==> src/rtl/gcd_pkg.sv <==
// gcd_pkg: shared state encoding and mux-select constants for the GCD datapath and controller
package gcd_pkg;

    typedef enum logic [1:0] {
        IDLE = 2'd0,
        CALC = 2'd1,
        DONE = 2'd2
    } state_e;

    localparam logic [1:0] A_SEL_IN  = 2'd0;
    localparam logic [1:0] A_SEL_B   = 2'd1;
    localparam logic [1:0] A_SEL_SUB = 2'd2;
    localparam logic       B_SEL_IN  = 1'b0;
    localparam logic       B_SEL_A   = 1'b1;

endpackage

==> src/rtl/gcd_perf_counter.sv <==
// gcd_perf_counter: saturating up-counter with synchronous clear and increment
// Ports: clk, reset (async active-high), clr_i (clear to 0), inc_i (count up one), cnt_o (count, sticks at all-ones)
module gcd_perf_counter #(
    parameter int CNT_W = 16
) (
    input  logic             clk,
    input  logic             reset,
    input  logic             clr_i,
    input  logic             inc_i,
    output logic [CNT_W-1:0] cnt_o
);

    logic [CNT_W-1:0] cnt_q, cnt_d;

    always_comb cnt_d = clr_i ? '0 : (inc_i && cnt_q != {CNT_W{1'b1}}) ? cnt_q + CNT_W'(1) : cnt_q;

    always_ff @(posedge clk or posedge reset) begin
        if (reset) cnt_q <= '0;
        else       cnt_q <= cnt_d;
    end

    assign cnt_o = cnt_q;

endmodule

==> src/rtl/gcd_unit_ctrl.sv <==
// gcd_unit_ctrl: IDLE/CALC/DONE controller sequencing Euclid-by-subtraction on the GCD datapath
// Ports: clk, reset (async active-high); in_val/in_rdy request handshake; out_val/out_rdy response handshake;
//        sel_A/sel_B/en_A/en_B datapath mux selects and register enables; is_A_lt_B/is_B_neq_0 datapath status;
//        busy_cycles CALC-cycle count of the last/current transaction.
// Config: define GCD_CTRL_PERF_EN to build the busy-cycle counter; otherwise busy_cycles is tied to 0.
module gcd_unit_ctrl
    import gcd_pkg::*;
#(
    parameter int CNT_W = 16
) (
    input  logic             clk,
    input  logic             reset,
    input  logic             in_val,
    output logic             in_rdy,
    output logic             out_val,
    input  logic             out_rdy,
    output logic [1:0]       sel_A,
    output logic             sel_B,
    output logic             en_A,
    output logic             en_B,
    input  logic             is_A_lt_B,
    input  logic             is_B_neq_0,
    output logic [CNT_W-1:0] busy_cycles
);

    state_e state_q, state_d;

    always_ff @(posedge clk or posedge reset) begin
        if (reset) state_q <= IDLE;
        else       state_q <= state_d;
    end

    // Outputs are gated by reset so the handshake and enables go quiet
    // the moment reset rises, not at the next edge.
    always_comb begin
        state_d = state_q;
        in_rdy  = 1'b0;
        out_val = 1'b0;
        en_A    = 1'b0;
        en_B    = 1'b0;
        sel_A   = A_SEL_IN;
        sel_B   = B_SEL_IN;
        if (!reset) begin
            case (state_q)
                IDLE: begin
                    in_rdy = 1'b1;
                    if (in_val) begin
                        en_A    = 1'b1;
                        en_B    = 1'b1;
                        state_d = CALC;
                    end
                end
                CALC: begin
                    if (is_A_lt_B) begin
                        en_A  = 1'b1;
                        en_B  = 1'b1;
                        sel_A = A_SEL_B;
                        sel_B = B_SEL_A;
                    end else if (is_B_neq_0) begin
                        en_A  = 1'b1;
                        sel_A = A_SEL_SUB;
                    end else begin
                        state_d = DONE;
                    end
                end
                DONE: begin
                    out_val = 1'b1;
                    state_d = out_rdy ? IDLE : DONE;
                end
                default: state_d = IDLE;
            endcase
        end
    end

`ifdef GCD_CTRL_PERF_EN
    gcd_perf_counter #(
        .CNT_W(CNT_W)
    ) u_perf (
        .clk  (clk),
        .reset(reset),
        .clr_i(in_val && in_rdy),
        .inc_i(state_q == CALC),
        .cnt_o(busy_cycles)
    );
`else
    assign busy_cycles = '0;
`endif

endmodule
==> config.mk <==
export PLATFORM = sky130hd
export DESIGN_NAME = gcd_unit_ctrl
export DESIGN_NICKNAME = d
export VERILOG_FILES = /design/src/rtl/gcd_pkg.sv /design/src/rtl/gcd_perf_counter.sv /design/src/rtl/gcd_unit_ctrl.sv
export SDC_FILE = /design/constraint.sdc
export NUM_CORES = 1
export LEC_CHECK = 0
export BUFFER_PORTS_ARGS = -buffer_cell sky130_fd_sc_hd__buf_2
export CELL_PAD_IN_SITES_DETAIL_PLACEMENT = 1
export CELL_PAD_IN_SITES_GLOBAL_PLACEMENT = 2
export CORE_MARGIN = 4
export CORE_UTILIZATION = 17
export DETAILED_ROUTE_END_ITERATION = 12
export GPL_TIMING_DRIVEN = 1
export PLACE_DENSITY = 0.89
export SYNTH_ARGS = -nofsm -noshare
export SYNTH_HDL_FRONTEND = slang
export SYNTH_SLANG_ARGS = --single-unit
==> constraint.sdc <==
create_clock -name clk -period 2.17 [get_ports clk]
set_input_delay 0.651 -clock clk [delete_from_list [all_inputs] [get_ports clk]]
set_output_delay 0.651 -clock clk [all_outputs]
set_load 0.02 [all_outputs]
==> impl_metrics.env, run 1 <==
export IMPL_status="finished, final reports clean"
export IMPL_yosys_warnings=0
export IMPL_final_layout_size_suffix_gt1_frac=0.411
export IMPL_crit_slowest_cell="or4b_4"
export IMPL_grt_max_degree=8
export IMPL_holdCritPathClass="input pin to asynchronous set/reset pin"
export IMPL_antenna_found_initial=0
export IMPL_ys_flop_type="dfrtp_1"
export IMPL_die_y_microns=50.7
export IMPL_h_tree_depth=1
export IMPL_largest_reg_flops=2
export IMPL_synth_edf_count=0
export IMPL_worst_r2r_path_depth=3
export IMPL_grt_pass1_vias=270
export IMPL_die_area_sq_mm=0.00257
export IMPL_layout_commonest_cell="conb_1"
export IMPL_synth_top_area_share=0.435
export IMPL_dp_slack_ns=-0.0248
export IMPL_yosysSeqAreaShare=0.161
export IMPL_layout_setup_ws_ns=0.00235
export IMPL_max_freq_mhz=461
export IMPL_stdcell_count=81
export IMPL_ys_types=16
export IMPL_core_area_sq_mm=0.00173
export IMPL_fillCellCount=223
export IMPL_grt_first_pass_wirelength_mm=1.22
export IMPL_yosys_area_top_type="buf_4"
export IMPL_swShare=0.457
export IMPL_track_usage=0.0657
export IMPL_syn_to_final_growth_pct=28.6
export IMPL_final_cell_mix="conb_1, buf_2, buf_4, inv_1, clkbuf_4"
export IMPL_end_kind="output port"
export IMPL_cp_arrival_ns=1.52
export IMPL_critPathLaunchType="input pin"
export IMPL_cts_buffer_depth=2
export IMPL_power_switching_mw=0.161
export IMPL_setup_violations_final=0
export IMPL_rows=15
export IMPL_dp_cells=78
export IMPL_io_pins=29
export IMPL_vias=267
export IMPL_synth_area_sq_um=310
export IMPL_comb_power_share=0.564
export IMPL_ant_nets=0
export IMPL_drtIter0Drc=0
export IMPL_top_regs="state_q x2"
export IMPL_die_w_microns=50.7
export IMPL_synth_area_leaders="buf_4, dfrtp_1, or4b_1"
export IMPL_crit_chain="buf_6 -> or4b_4 -> nor2_4 -> buf_6"
export IMPL_crit_top_cell="buf_6"
export IMPL_n_antenna_cell=0
export IMPL_gr_total_overflow=0
export IMPL_max_cap_violations=0
export IMPL_period_needed_ns=2.17
export IMPL_syn_avg_cell_area_sq_um=7.76
export IMPL_place_gp_congestion=0.671
export IMPL_internal_power_mw=0.192
export IMPL_pwr_share_seq=0.181
export IMPL_regMostFlops="state_q"
export IMPL_wl_per_cell_microns=9.93
export IMPL_rsz0062_at_grt="yes"
export IMPL_insertion_delay_ns=0.23
export IMPL_syn_inst=40
export IMPL_clkTransAtPathRegs_ns=0.04
export IMPL_final_setup_skew_ns=0.00243
export IMPL_root_buffer="clkbuf_4"
export IMPL_numCtsBuffers=3
export IMPL_drt_pass1_iterations=1
export IMPL_worstPathRequired_ns=1.52
export IMPL_ir_drop_mv=0.204
export IMPL_slowest_delay_ns=0.54
export IMPL_fin_util=0.231
export IMPL_cts_tree="built"
export IMPL_critPathMaxFanout=2
export IMPL_cellLeakagePower_nw=0.233
export IMPL_p_clk_frac=0.254
export IMPL_clock_sinks=2
export IMPL_ys_async_sr_fraction=1.00
export IMPL_fin_hold_ws_ns=0.417
export IMPL_port_buffers=12
export IMPL_drc=0
export IMPL_hold_buffers=0
export IMPL_period_share=0.999
export IMPL_worst_setup_path_type="input pin to output port"
export IMPL_start_util=0.180
export IMPL_via_per_inst=3.30
export IMPL_routed_wl_microns=804
export IMPL_hold_viol=0
export IMPL_nets=64
export IMPL_ys_seq_elements=2
export IMPL_p_per_area_mw_per_mm2=885
export IMPL_place_hpwl_microns=612
export IMPL_slew_viol_final=0
[Yosys cell counts, drive strengths merged, types with 2 or more instances]
library cell / n
buf: 18
or4b: 2
nor2: 3
inv: 3
dfrtp: 2
nor3: 2
and3: 2
[final cells by class]
class / instances / area, sq um / area share
Multi-Input combinational cell: 32 / 181 / 0.455
Timing Repair Buffer: 16 / 103 / 0.257
Sequential cell: 2 / 50.0 / 0.125
Tap cell: 25 / 31.3 / 0.0784
Clock buffer: 3 / 22.5 / 0.0564
Inverter: 3 / 11.3 / 0.0282
[per-stage QoR]
stage	cell area (sq um)	power, mW	setup TNS [ns]
floorplan	367	0.221	0
global placement	353	0.250	-0.0132
detailed placement	353	0.253	-0.0248
CTS	399	0.357	0
global route	399	0.381	-0.0110
finish	399	0.353	0
[path summary, 6_finish.rpt]
check	slack, ns	to	start
worst max-delay path	0.002	sel_A[1]	reset
worst min-delay path	0.42	state_q[1]$_DFFE_PP0P_	reset
worst max register to register	0.90	state_q[0]$_DFFE_PP0P_	state_q[1]$_DFFE_PP0P_
worst min register to register	0.62	state_q[1]$_DFFE_PP0P_	state_q[1]$_DFFE_PP0P_
max in group asynchronous	1.63	state_q[0]$_DFFE_PP0P_	reset
min in group clk	0.62	state_q[1]$_DFFE_PP0P_	state_q[1]$_DFFE_PP0P_
[worst max-delay path: cells and delay by family]
| kind | cells | cell delay [ns] |
|---|---|---|
| buffers and inverters | 2 | 0.21 |
| AND/OR/NAND/NOR | 2 | 0.65 |
[routing by layer]
metal / routed length (microns) / GRT usage
met4: 19 / 0.0538
met3: 73 / 0.0178
met1: 311 / 0.0723
met5: 0 / 0
met2: 401 / 0.104
[power groups by stage]
stage	Sequential [mW]	Clock (mW)	Combinational, mW
after floorplan	0.0593	0	0.162
after global placement	0.0632	0	0.187
after detailed placement	0.0637	0	0.189
after CTS	0.0635	0.0924	0.201
after global routing	0.0655	0.0953	0.220
final	0.0640	0.0899	0.199
[what timing repair did]
item / CTS / global route
resized for setup: 6 / 0
hold endpoints to repair: 0 / 0
buffers inserted: 0 / 0
pin swaps: 0 / 0
endpoints found under the setup margin: 1 / 1
[cell families (layout without fill, tap and decap cells)]
kind of cell	count (synthesis)	in the layout	share of synthesized area
buffers and inverters	21	22	0.472
AOI/OAI and AO/OA	4	4	0.113
and+or+nand+nor	11	11	0.210
DFF	2	2	0.161
muxes	1	1	0.0323
other	1	16	0.0121
Power figures use the tool's default switching activity.
==> run 2, diff against run 1 <==
--- a/config.mk
+++ b/config.mk
@@ -12,6 +12,7 @@
 export CORE_UTILIZATION = 17
 export DETAILED_ROUTE_END_ITERATION = 12
 export GPL_TIMING_DRIVEN = 1
+export MAX_ROUTING_LAYER = met4
 export PLACE_DENSITY = 0.89
 export SYNTH_ARGS = -nofsm -noshare
 export SYNTH_HDL_FRONTEND = slang
==> constraint.sdc (replaced) <==
create_clock -name clk -period 2.17 [get_ports clk]
set_input_delay 0.651 -clock clk [delete_from_list [all_inputs] [get_ports clk]]
set_output_delay 0.651 -clock clk [all_outputs]
set_load 0.01 [all_outputs]
==> run 2 against run 1 <==
Clock power is 7.1% lower. Combinational power is 31% lower. Cell area is 4.4% lower. Utilization is 1.0 points lower. Die area stayed put. Highest routed layer unchanged. Worst hold slack better by 0.022 ns.
==> impl_metrics.env, run 2 (synthesis results as in run 1) <==
export IMPL_worstPathRequired_ns=1.52
export IMPL_rr_startpoint="state_q[1]$_DFFE_PP0P_"
export IMPL_antenna_found_initial=0
export IMPL_layout_commonest_cell="conb_1"
export IMPL_status="finished, final reports clean"
export IMPL_rsz0062_at_grt="yes"
export IMPL_drt_pass1_iterations=1
export IMPL_ff2ff_setup_slack_ns=0.90
export IMPL_die_area_sq_mm=0.00257
export IMPL_hold_viol=0
export IMPL_crit_path_end="sel_A[1]"
export IMPL_final_setup_skew_ns=0.00200
export IMPL_largest_reg_flops=2
export IMPL_period_share=0.985
export IMPL_worstSetupStartpoint="is_A_lt_B"
export IMPL_final_layout_size_suffix_gt1_frac=0.418
export IMPL_critPathLaunchType="input pin"
export IMPL_reg2reg_to="state_q[0]$_DFFE_PP0P_"
export IMPL_drtIter0Drc=0
export IMPL_syn_to_final_growth_pct=23.0
export IMPL_n_antenna_cell=0
export IMPL_drc=0
export IMPL_grt_pass1_vias=258
export IMPL_end_kind="output port"
export IMPL_die_w_microns=50.7
export IMPL_root_buffer="clkbuf_4"
export IMPL_vias=269
export IMPL_tns_ns=0
export IMPL_grt_max_degree=10
export IMPL_nets=63
export IMPL_setup_violations_final=0
export IMPL_rows=15
export IMPL_cellLeakagePower_nw=0.226
export IMPL_critPathMaxFanout=2
export IMPL_period_needed_ns=2.14
export IMPL_via_per_inst=3.36
export IMPL_worst_setup_path_type="input pin to output port"
export IMPL_worst_r2r_path_depth=3
export IMPL_clkTransAtPathRegs_ns=0.03
export IMPL_h_tree_depth=1
export IMPL_port_buffers=12
export IMPL_clock_sinks=2
export IMPL_p_per_area_mw_per_mm2=782
export IMPL_cp_arrival_ns=1.49
export IMPL_max_freq_mhz=468
export IMPL_insertion_delay_ns=0.23
export IMPL_top_regs="state_q x2"
export IMPL_track_usage=0.0586
export IMPL_die_y_microns=50.7
export IMPL_ant_nets=0
export IMPL_ir_drop_mv=0.214
export IMPL_grt_first_pass_wirelength_mm=1.08
export IMPL_slew_viol_final=0
export IMPL_start_util=0.180
export IMPL_core_area_sq_mm=0.00173
export IMPL_wl_per_cell_microns=9.06
export IMPL_regMostFlops="state_q"
export IMPL_routed_wl_microns=725
export IMPL_cts_tree="built"
export IMPL_place_gp_congestion=0.631
export IMPL_holdCritPathClass="input pin to asynchronous set/reset pin"
export IMPL_finish_instance_area_sq_um=382
export IMPL_cts_buffer_depth=2
export IMPL_final_cell_mix="conb_1, buf_2, inv_1, clkbuf_4, buf_4"
export IMPL_max_cap_violations=0
export IMPL_io_pins=29
export IMPL_gr_total_overflow=0
export IMPL_numCtsBuffers=3
export IMPL_placed_area_sq_um=345
## run 2: stage by stage
step | setup slack [ns] | power (mW) | cells | utilization | hold slack (ns)
floorplan | 0.171 | 0.190 | 55 | - | 0.397
CTS | 0.0135 | 0.297 | 80 | 0.213 | 0.432
global route | -0.00432 | 0.326 | 80 | 0.221 | 0.454
detailed placement | 0.0135 | 0.210 | 77 | 0.200 | 0.593
finish | 0.0325 | 0.298 | 80 | 0.221 | 0.439
global placement | 0.0168 | 0.205 | 77 | 0.200 | 0.564
## run 2: cell type report
type	count	area [sq um]
Tap cell	25	31.3
Fill cell	234	1350
Clock buffer	3	22.5
Inverter	3	11.3
Sequential cell	2	51.3
Multi-Input combinational cell	32	176
Timing Repair Buffer	15	88.8
## run 2: repair_timing
| action | in CTS | in global routing |
|---|---|---|
| setup buffers | 0 | 0 |
| hold endpoints to repair | 0 | 0 |
| setup endpoints to repair | 0 | 1 |
| hold buffers | 0 | 0 |
| gates resized for setup | 0 | 4 |
## run 2: power breakdown
group	switching, mW	internal [mW]
clock	0.0224	0.0611
combinational	0.0719	0.0647
sequential	0.0247	0.0534
## run 2: metal layers
| metal | routed length [microns] | vias up | global-route usage |
|---|---|---|---|
| met2 | 333 | 17 | 0.0913 |
| met3 | 63 | 3 | 0.00890 |
| met1 | 312 | 118 | 0.0688 |
| met4 | 15 | 0 | 0.0404 |
| li1 | - | 131 | - |
| met5 | 0 | - | - |
## run 2: worst min-delay path by stage
stage | depth (start not counted) | from | slack (ns) | to
global placement | 2 | state_q[1]$_DFFE_PP0P_ | 0.56 | state_q[1]$_DFFE_PP0P_
detailed placement | 2 | state_q[1]$_DFFE_PP0P_ | 0.59 | state_q[1]$_DFFE_PP0P_
CTS | 3 | reset | 0.43 | state_q[0]$_DFFE_PP0P_
global route | 3 | reset | 0.45 | state_q[0]$_DFFE_PP0P_
floorplan | 1 | reset | 0.40 | state_q[0]$_DFFE_PP0P_
finish | 3 | reset | 0.44 | state_q[0]$_DFFE_PP0P_
## run 2: critical path: stages
cell and delay [ns]:
buf_6 0.09, or4b_4 0.51, nor2_2 0.10, buf_2 0.13
==> run 3, diff against run 2 <==
--- a/config.mk
+++ b/config.mk
@@ -5,11 +5,12 @@
 export SDC_FILE = /design/constraint.sdc
 export NUM_CORES = 1
 export LEC_CHECK = 0
+export ABC_AREA = 1
 export BUFFER_PORTS_ARGS = -buffer_cell sky130_fd_sc_hd__buf_2
 export CELL_PAD_IN_SITES_DETAIL_PLACEMENT = 1
 export CELL_PAD_IN_SITES_GLOBAL_PLACEMENT = 2
 export CORE_MARGIN = 4
-export CORE_UTILIZATION = 17
+export CORE_UTILIZATION = 16
 export DETAILED_ROUTE_END_ITERATION = 12
 export GPL_TIMING_DRIVEN = 1
 export MAX_ROUTING_LAYER = met4
==> run 3 against run 2 <==
Sequential share of layout area increased by 0.84 points. Via count is 3.7% higher. Non-clock buffer count decreased by 3. Worst hold slack got worse by 0.083 ns. Global-route usage is 0.32 points higher. Critical path type is now flop to output port. Cell count increased by 6.3%. Worst setup slack improved by 0.18 ns. Clock skew fell by 0.0010 ns.
==> impl_metrics.env, run 3 <==
export IMPL_track_usage=0.0618
export IMPL_die_area_sq_mm=0.00269
export IMPL_crit_chain="nor2_1 -> nand2_1 -> a31oi_1 -> buf_2"
export IMPL_largest_reg_flops=2
export IMPL_tns_ns=0
export IMPL_slowest_delay_ns=0.44
export IMPL_syn_inst=47
export IMPL_status="finished, final reports clean"
export IMPL_period_needed_ns=1.95
export IMPL_die_y_microns=51.9
export IMPL_synth_area_leaders="buf_4, dfrtp_1, nand2_1"
export IMPL_slew_viol_final=0
export IMPL_drtIter0Drc=0
export IMPL_rows=15
export IMPL_met2_usage=0.107
export IMPL_fin_util=0.196
export IMPL_synth_top_area_share=0.415
export IMPL_synth_top_family_by_area="buffers and inverters"
export IMPL_cp_arrival_ns=1.30
export IMPL_antenna_found_initial=0
export IMPL_totalPowerFinal_mw=0.339
export IMPL_place_hpwl_microns=648
export IMPL_p_per_area_mw_per_mm2=967
export IMPL_core_area_sq_mm=0.00178
export IMPL_root_buffer="clkbuf_4"
export IMPL_synth_area_sq_um=308
export IMPL_final_layout_size_suffix_gt1_frac=0.317
export IMPL_post_cts_resized=0
export IMPL_drt_pass1_iterations=1
export IMPL_ant_nets=0
export IMPL_routed_wl_microns=768
export IMPL_insertion_delay_ns=0.22
export IMPL_synth_compound_area_share=0.0854
export IMPL_fillCellCount=241
export IMPL_post_cts_setup_buffer_count=0
export IMPL_worst_setup_path_type="flop to output port"
export IMPL_final_cell_mix="conb_1, buf_2, nand2_1, inv_1"
export IMPL_synthAdderAreaFrac=0
export IMPL_ys_types=14
export IMPL_via_per_inst=3.28
export IMPL_start_util=0.173
export IMPL_critPathLaunchType="flop"
export IMPL_setup_violations_final=0
export IMPL_ys_flop_type="dfrtp_1"
export IMPL_cellLeakagePower_nw=0.213
export IMPL_hold_viol=0
export IMPL_yosys_area_top_type="buf_4"
export IMPL_worstPathRequired_ns=1.52
export IMPL_crit_slowest_cell="dfrtp_1"
export IMPL_clock_sinks=2
export IMPL_end_kind="output port"
export IMPL_grt_busiest_layer="met2"
export IMPL_wl_per_cell_microns=9.04
export IMPL_max_cap_violations=0
export IMPL_hold_buffers=0
export IMPL_yosysSeqAreaShare=0.163
export IMPL_top_regs="state_q x2"
export IMPL_cts_tree="built"
export IMPL_h_tree_depth=1
export IMPL_place_gp_congestion=0.741
export IMPL_synthMuxAreaShare=0
export IMPL_final_setup_skew_ns=0.000953
export IMPL_met1_usage=0.0485
export IMPL_grt_first_pass_wirelength_mm=1.10
export IMPL_cts_buffer_depth=2
export IMPL_placed_area_sq_um=328
export IMPL_layout_commonest_cell="conb_1"
export IMPL_holdCritPathClass="input pin to asynchronous set/reset pin"
export IMPL_ir_drop_mv=0.143
export IMPL_die_w_microns=51.9
export IMPL_reg2reg_to="state_q[1]$_DFFE_PP0P_"
export IMPL_rsz0062_at_grt="no"
export IMPL_synth_common_cells="buf_4, nand2_1, inv_1"
export IMPL_ys_async_sr_fraction=1.00
export IMPL_port_buffers=12
export IMPL_synth_edf_count=0
export IMPL_use_met3=0.0287
export IMPL_yosys_warnings=0
export IMPL_ff2ff_setup_slack_ns=1.07
export IMPL_gr_total_overflow=0
export IMPL_nets=68
export IMPL_regMostFlops="state_q"
export IMPL_drc=0
export IMPL_finish_instance_area_sq_um=350
export IMPL_grt_pass1_vias=263
export IMPL_yosysMostFrequentCell="buf_4"
export IMPL_max_freq_mhz=512
export IMPL_io_pins=29
export IMPL_grt_max_degree=8
export IMPL_critPathMaxFanout=7
export IMPL_n_antenna_cell=0
export IMPL_syn_to_final_growth_pct=13.8
export IMPL_period_share=0.901
export IMPL_rr_startpoint="state_q[0]$_DFFE_PP0P_"
export IMPL_ys_seq_elements=2
export IMPL_worst_r2r_path_depth=6
export IMPL_numCtsBuffers=3
export IMPL_clkTransAtPathRegs_ns=0.03
export IMPL_syn_avg_cell_area_sq_um=6.55
export IMPL_synthXorXnorAreaFrac=0
export IMPL_vias=279
export IMPL_synthSimpleGateAreaFrac=0.276
export IMPL_fin_hold_ws_ns=0.356
## run 3: final cells by class
type	instances	area, sq um	area share
flip-flops and latches	2	50.0	0.143
inverters	4	15.0	0.0429
well taps	25	31.3	0.0893
repair buffers	12	60.1	0.171
multi-input cells	39	171	0.489
clock buffers	3	22.5	0.0643
## run 3: logic make-up after synthesis
kind of cell	Yosys count
buffers and inverters	21
flip-flops	2
AO/OA/AOI/OAI	5
AND/OR/NAND/NOR	18
other	1
## run 3: worst max-delay path by stage
stage	startpoint	endpoint	slack [ns]	depth (start not counted)
6_report	state_q[0]$_DFFE_PP0P_	en_A	0.22	4
5_1_grt	state_q[0]$_DFFE_PP0P_	en_A	0.08	4
3_5_place_dp	is_A_lt_B	en_A	0.32	4
2_1_floorplan	is_A_lt_B	sel_A[0]	0.40	3
4_1_cts	state_q[0]$_DFFE_PP0P_	en_A	0.19	4
3_3_place_gp	is_B_neq_0	sel_A[1]	0.33	4
## run 3: stage by stage
step                instances  worst slack, ns
finish                     85            0.216
detailed placement         82            0.319
CTS                        85            0.194
floorplan                  62            0.395
global placement           82            0.326
global route               85           0.0777
## run 3: critical path, delay by kind of cell, from the launching register on
family,cells,cell delay [ns]
flops,1,0.44
simple gates,2,0.31
compound gates,1,0.17
buf+inv,1,0.15
## run 3: where the power goes
group / total, mW / switching [mW] / internal (mW)
clock: 0.0822 / 0.0212 / 0.0610
combinational: 0.176 / 0.116 / 0.0601
sequential: 0.0809 / 0.0265 / 0.0544
total: 0.339 / 0.163 / 0.175
## run 3: layer usage
| metal | part of all wire | wire length [microns] | up-vias |
|---|---|---|---|
| li1 | - | - | 139 |
| met2 | 0.51 | 394 | 21 |
| met5 | 0 | 0 | - |
| met3 | 0.19 | 146 | 0 |
| met4 | 0 | 0 | 0 |
| met1 | 0.29 | 226 | 119 |
